===== src/rtl/alu_issue.sv =====
// alu_issue: two-stage issue unit for an external 8-bit ALU.
// The ACCEPT stage reads operands from an 8 x 8-bit register file, with optional
// forwarding. The single EXEC slot drives the ALU and writes the result back.
module alu_issue #(
   parameter int NREG = 8,
   parameter bit FWD  = 1'b1
) (
   input  logic        i_clk,
   input  logic        i_rst,
   input  logic        i_valid,
   output logic        o_ready,
   input  logic [11:0] i_instr,
   input  logic        i_stall,
   output logic [7:0]  o_s1,
   output logic [7:0]  o_s2,
   output logic [2:0]  o_func,
   output logic        o_en,
   input  logic [7:0]  i_result,
   input  logic        i_overflow,
   output logic        o_wb_valid,
   output logic [2:0]  o_wb_addr,
   output logic [7:0]  o_wb_data,
   output logic        o_flag_v,
   input  logic        i_dbg_we,
   input  logic [2:0]  i_dbg_addr,
   input  logic [7:0]  i_dbg_wdata,
   output logic [7:0]  o_dbg_rdata
);

   // Instruction fields
   logic [2:0] in_func, in_rd, in_rs1, in_rs2;
   assign in_func = i_instr[11:9];
   assign in_rd   = i_instr[8:6];
   assign in_rs1  = i_instr[5:3];
   assign in_rs2  = i_instr[2:0];

   // Architectural state
   logic [7:0] regs_q [0:NREG-1];
   logic [7:0] regs_d [0:NREG-1];
   logic       exec_valid_q, exec_valid_d;
   logic [2:0] exec_func_q, exec_func_d;
   logic [2:0] exec_rd_q, exec_rd_d;
   logic [7:0] exec_s1_q, exec_s1_d;
   logic [7:0] exec_s2_q, exec_s2_d;
   logic       flag_v_q, flag_v_d;

   // Handshake and hazard signals
   logic       wb_fire;
   logic       rs1_hit, rs2_hit;
   logic       hazard_bubble;
   logic       accept;
   logic [7:0] rs1_val, rs2_val;

   // Writeback, hazard detection and the accept handshake
   always_comb begin
      wb_fire       = exec_valid_q & ~i_stall;
      // A hit means the EXEC result lands this edge on a register being read now;
      // r0 never hits because it is constant.
      rs1_hit       = wb_fire && (in_rs1 != 3'd0) && (in_rs1 == exec_rd_q);
      rs2_hit       = wb_fire && (in_rs2 != 3'd0) && (in_rs2 == exec_rd_q);
      hazard_bubble = !FWD && i_valid && (rs1_hit || rs2_hit);
      o_ready       = ~i_stall & ~hazard_bubble;
      accept        = i_valid & o_ready;
   end

   // Operand read: r0 is zero, a hit forwards the live ALU result, else regfile
   always_comb begin
      rs1_val = (in_rs1 == 3'd0) ? 8'h00 : regs_q[in_rs1];
      rs2_val = (in_rs2 == 3'd0) ? 8'h00 : regs_q[in_rs2];
      if (FWD && rs1_hit) rs1_val = i_result;
      if (FWD && rs2_hit) rs2_val = i_result;
   end

   // EXEC slot next state: load on accept, drain on writeback, otherwise hold
   always_comb begin
      exec_valid_d = exec_valid_q;
      exec_func_d  = exec_func_q;
      exec_rd_d    = exec_rd_q;
      exec_s1_d    = exec_s1_q;
      exec_s2_d    = exec_s2_q;
      if (accept) begin
         exec_valid_d = 1'b1;
         exec_func_d  = in_func;
         exec_rd_d    = in_rd;
         exec_s1_d    = rs1_val;
         exec_s2_d    = rs2_val;
      end else if (wb_fire) begin
         exec_valid_d = 1'b0;
      end
   end

   // Register file and flag next state; writeback is applied after the debug write so it wins
   always_comb begin
      for (int i = 0; i < NREG; i++) begin
         regs_d[i] = regs_q[i];
      end
      flag_v_d = flag_v_q;
      if (i_dbg_we && (i_dbg_addr != 3'd0)) begin
         regs_d[i_dbg_addr] = i_dbg_wdata;
      end
      if (wb_fire) begin
         flag_v_d = i_overflow;
         if (exec_rd_q != 3'd0) begin
            regs_d[exec_rd_q] = i_result;
         end
      end
      regs_d[0] = 8'h00;
   end

   // State registers with asynchronous clear
   always_ff @(posedge i_clk or posedge i_rst) begin
      if (i_rst) begin
         for (int i = 0; i < NREG; i++) begin
            regs_q[i] <= 8'h00;
         end
         exec_valid_q <= 1'b0;
         exec_func_q  <= 3'd0;
         exec_rd_q    <= 3'd0;
         exec_s1_q    <= 8'h00;
         exec_s2_q    <= 8'h00;
         flag_v_q     <= 1'b0;
      end else begin
         for (int i = 0; i < NREG; i++) begin
            regs_q[i] <= regs_d[i];
         end
         exec_valid_q <= exec_valid_d;
         exec_func_q  <= exec_func_d;
         exec_rd_q    <= exec_rd_d;
         exec_s1_q    <= exec_s1_d;
         exec_s2_q    <= exec_s2_d;
         flag_v_q     <= flag_v_d;
      end
   end

   // Outputs come from EXEC registers only; the debug read is combinational
   always_comb begin
      o_s1        = exec_s1_q;
      o_s2        = exec_s2_q;
      o_func      = exec_func_q;
      o_en        = exec_valid_q;
      o_wb_valid  = wb_fire;
      o_wb_addr   = exec_rd_q;
      o_wb_data   = i_result;
      o_flag_v    = flag_v_q;
      o_dbg_rdata = regs_q[i_dbg_addr];
   end

endmodule


===== config.mk =====
export PLATFORM = sky130hd
export DESIGN_NAME = alu_issue
export DESIGN_NICKNAME = d
export VERILOG_FILES = /design/src/rtl/alu_issue.sv
export SDC_FILE = /design/constraint.sdc
export NUM_CORES = 1
export LEC_CHECK = 0
export ABC_AREA = 1
export CAP_MARGIN = 20
export CORE_UTILIZATION = 49
export DETAILED_ROUTE_END_ITERATION = 10
export DONT_BUFFER_PORTS = 1
export SLEW_MARGIN = 20
export SYNTH_ARGS = -nofsm -noshare
export SYNTH_HDL_FRONTEND = slang
export SYNTH_SLANG_ARGS = --single-unit

===== constraint.sdc =====
create_clock -name i_clk -period 4.51 [get_ports i_clk]
set_clock_uncertainty 0.05 [all_clocks]
set_input_delay 0.451 -clock i_clk [delete_from_list [all_inputs] [get_ports i_clk]]
set_output_delay 0.451 -clock i_clk [all_outputs]
set_load 0.02 [all_outputs]

Word-level counts from Yosys, hierarchy flattened:

Cells that the tools add are included.

* output and inout port bits: 42
* register bits: 80
* logic and storage cells: 66

* reductions and logical operators: 14
* multiplexer cells: 24
* equality and inequality tests: 2
* magnitude comparators: 6
* bitwise operators: 7

Operators by type and width (count)
* 64-bit bitwise mux: 2
* 56-bit 2-to-1 mux: 2
* 8-bit 2-to-1 mux: 12
* 8-bit binary-select mux with 3-bit select: 3
* 64-bit 2-to-1 mux: 1
* 8-bit demux with 3-bit select: 2
* 4-bit >= comparator, second input constant: 4
* 3-bit inverter with 4-bit output: 4
* 3-bit nonzero test: 4
* 4-bit by 1-bit < comparator with 1-bit output, second input constant: 2
* 1-bit logical AND: 7
* 3-bit == test: 2
* 3-bit zero test: 2
* 1-bit AND: 2
* 1-bit 2-to-1 mux: 2
* 2-bit nonzero test: 1
* 1-bit inverter: 1

Logic depth before layout (Yosys ltp):

* depth after elaboration: 10
* gate-level depth with buffers: 13
* mapped depth without buffers: 11

Worst setup path before layout:

Ideal clock, no wire load.

* path type: in2out
* start: in i_dbg_addr[2]
* end: out o_dbg_rdata[1]
* stages: 6
* arrival: 1.235 ns
* path buffers: 0
* required time: 4.009 ns
* slack: 2.774 ns
* path through: inv_2 -> nor2_2 -> nand2_1 -> o21ai_0 -> a21oi_1 -> o21ai_0

* cells in the longest elaborated chain, start to end: 4

Ends and longest elaborated chain
* start: declaration: line 25 `input logic [2:0] i_dbg_addr,`
* 3-bit inverter with 4-bit output (implied by the code): line 145 `o_dbg_rdata = regs_q[i_dbg_addr];`
* 8-bit binary-select mux with 3-bit select: line 145
* 8-bit 2-to-1 mux (implied by the code) (2 in a row): line 145
* end: declaration: line 27 `output logic [7:0] o_dbg_rdata`

Every way passes these cells. The select of a mux whose other input is x is not followed.

==> results.md <==
* Status: completed
* Psw at approximately 0.0010 W
* Vias at approximately 5800
* Syn-to-layout area delta at 4.886%
* Clock power share at 31.0%
* R2r setup slk at roughly 2.2 ns
* Flop pwr share at between 30% and 40%
* Reg2reg path depth at 7
* Fin area at 5802 sq um
* Top post-synthesis cells by area: dfrtp_1 36%, nand2_1 27%, o211ai_1 7.6%, nand3_1 5.5%, inv_1 5.0%
* First-pass GRT wire length at 31.20 mm
* Antenna viol nets, final at 0
* Leakage at roughly 3 nW
* Pre-antenna DRT Iters at 6
* Crit end category: register
* Synth Cell Area at between 5000 and 6000 sq um
* CTS Buf Count at 9
* Critical path's slowest cell: nand3_1
* CP Launch Type: register
* Ports at 79
* Cell taking the most area after synthesis: dfrtp_1
* Final setup fails at 0
* Placed cell areas at between 5000 and 6000 sq um
* Vias per cell at approximately 6
* Layout cell share with drive strength beyond 1 at roughly 6.0%
* Crit share post-route at around half
* Syn Nets at 891
* Core area at 10940 sq um
* Max IR drop VDD at approximately 0.21 mV
* H-tree levels at 3
* Post-synthesis sequential area ratio at between 30% and 40%
* DRT iter0 DRCs at 792
* Cells after Synth at about 850
* Crit-path cells: inv_1, nor2_4, inv_2, nor2_1, nand3_1, o211ai_1, o21ai_1
* Final TNS setup at 0 ns
* Slowest stage delay, CP at ~0.59 ns
* Vias in the first global route at between 5000 and 6000
* CP arrival at ~2.5 ns
* Mean area per synthesized cell at approximately 6.5 sq um
* Clock transition at path regs at approximately 0.06 ns
* Fin nets at 860
* Die H at around 110 microns
* Total track usage at a little under two fifths
* DRC errors left at 0
* Worst-Margin Slew at between 0.8 and 0.9 ns
* Diodes inserted at 0
* Starting density of the core at approximately half
* Final hold slack at slightly below 0.09 ns
* Commonest non-fill, non-tap cell in the layout: nand2_1
* Worst EP required at about 4.7 ns
* CTS Root Cell: clkbuf_16
* Post-CTS sizing at 0
* FF-to-FF Start: o_en$_DFFE_PP0P_
* Die Area at about 12000 sq um
* CTS tree: built
* Pwr/cell area at 480.0 nW/um^2
* Comb pwr share at between 30% and 40%
* Max Freq at between 400 and 500 MHz
* Max-cap violations at 0
* Clock Latency Late Sink at 0.35 ns
* Netlist cell types at 28
* Fin util at a little over half
* Final hold violations at 0
* CTS Sinks at 80
* Largest net degree at the start of global routing at 48
* Top cell type's share of synthesized area at between 30% and 40%
* Yosys reg bits at 80
* GPL Wtd Cong at 0.9712
* Pint at between 0.0015 and 0.002 W
* Initial antenna violation count at 0
* CP Max Fanout at 16
* Final-report max-slew violation count at 0
* Crit Reg-Reg Endpoint: regs_q[48]$_DFF_PP0_
* Routed wire length at roughly 20 mm
* Die X at approximately 110 microns
* Worst slew margin at 40.32%
* Grt ovf at 0
* PortBufs at 0
* Switching Fraction at 37.46%
* Max clock buf depth at 2
* Commonest cells after routing, fill and taps aside: 400 x nand2_1, 80 x dfrtp_1, 73 x inv_1
* Critical path type: register to register
* RSZ-0062 raised after global routing: no
* Fill count at approximately 1100
* Worst min path class: input pin to asynchronous set/reset pin
* Yosys warnings at 0
* Setup repair bufs after CTS at 0
* Row count at 38
* Final min period at 2.309 ns
* Dpl hpwl at between 10 and 15 mm
* DR WL/cell at between 20 and 25 microns
* Post-CTS Hold Fix Bufs at 0
## synth_stat cells
| cell type | n |
|---|---|
| nand2_1 | 400 |
| xnor2_1 | 1 |
| o211ai_1 | 56 |
| nand4_1 | 6 |
| o221ai_1 | 1 |
| nor2_2 | 6 |
| nand3_1 | 61 |
| clkbuf_1 | 10 |
| a22oi_1 | 6 |
| nand3b_1 | 1 |
| clkinv_1 | 1 |
| nor2_1 | 11 |
| buf_6 | 5 |
| inv_2 | 11 |
| nor3_1 | 1 |
| xor2_1 | 1 |
| nand2_2 | 11 |
| buf_2 | 15 |
| o21ai_1 | 52 |
| buf_1 | 2 |
| o21ai_0 | 13 |
| a21oi_1 | 6 |
| nor2_4 | 3 |
| buf_4 | 11 |
| dfrtp_1 | 80 |
| o22ai_1 | 8 |
| o211ai_2 | 1 |
| inv_1 | 74 |
## power groups by stage
stage	Clock [W]	Combinational, W	Sequential [W]
2_1_floorplan	0	0.000683	0.00106
3_5_place_dp	0	0.000820	0.00109
4_1_cts	0.000868	0.000827	0.00108
6_report	0.000864	0.000839	0.00108
5_1_grt	0.000900	0.000958	0.00110
3_3_place_gp	0	0.000804	0.00109
## logic make-up after synthesis
group           Yosys count  share of synthesized area (%)
compound gates          143                          16.13
xor+xnor                  2                         0.3167
buf+inv                 129                          10.52
flops                    80                          36.19
simple gates            500                          36.85
## worst max-delay path: cells and delay by family (launching register included)
kind	cells	cell delay, ns
AND/OR/NAND/NOR	3	1.05
flip-flops	1	0.45
AO/OA/AOI/OAI	2	0.42
buffers and inverters	2	0.21
## per-stage QoR
stage | setup WS, ns | std cells | total power, W
finish | 2.201 | 968 | 0.002785
global route | 1.946 | 968 | 0.002962
CTS | 2.245 | 968 | 0.002773
detailed placement | 2.287 | 952 | 0.001910
global placement | 2.332 | 952 | 0.001890
floorplan | 1.957 | 854 | 0.001740
## cell type report
cell class / instances / area [sq um] / share of cell area [%]
clock buffers: 9 / 225.2 / 3.882
clock inverters: 7 / 120.1 / 2.070
inverters: 86 / 324.1 / 5.586
multi-input cells: 645 / 2948 / 50.81
flip-flops and latches: 80 / 2002 / 34.51
well taps: 140 / 175.2 / 3.019
repair buffers: 1 / 7.507 / 0.1294
## metal layers
metal	global-route usage (%)	up-vias	share of wire [%]
li1	-	2691	-
met2	55.73	341	45
met3	7.715	65	10
met5	0	-	0
met4	19.50	0	4.8
met1	48.99	2691	40
## sequential cells by signal (all words and copies together) (netlist names)
| signal | cells |
|---|---|
| regs_q | 56 |
| o_s1 | 8 |
| o_s2 | 8 |
| o_func | 3 |
| o_wb_addr | 3 |
| o_en | 1 |
| o_flag_v | 1 |
## how the worst max path moves through the flow
stage / slack [ns] / end / start / depth (start not counted)
after floorplan: 1.96 / o_en$_DFFE_PP0P_ / i_rst / 1
after global placement: 2.33 / regs_q[48]$_DFF_PP0_ / o_en$_DFFE_PP0P_ / 7
after detailed placement: 2.29 / regs_q[54]$_DFF_PP0_ / o_en$_DFFE_PP0P_ / 7
after CTS: 2.25 / regs_q[48]$_DFF_PP0_ / o_en$_DFFE_PP0P_ / 7
after global routing: 1.95 / regs_q[55]$_DFF_PP0_ / o_en$_DFFE_PP0P_ / 7
final: 2.20 / regs_q[48]$_DFF_PP0_ / o_en$_DFFE_PP0P_ / 7
(Power assumes the default switching activity.)
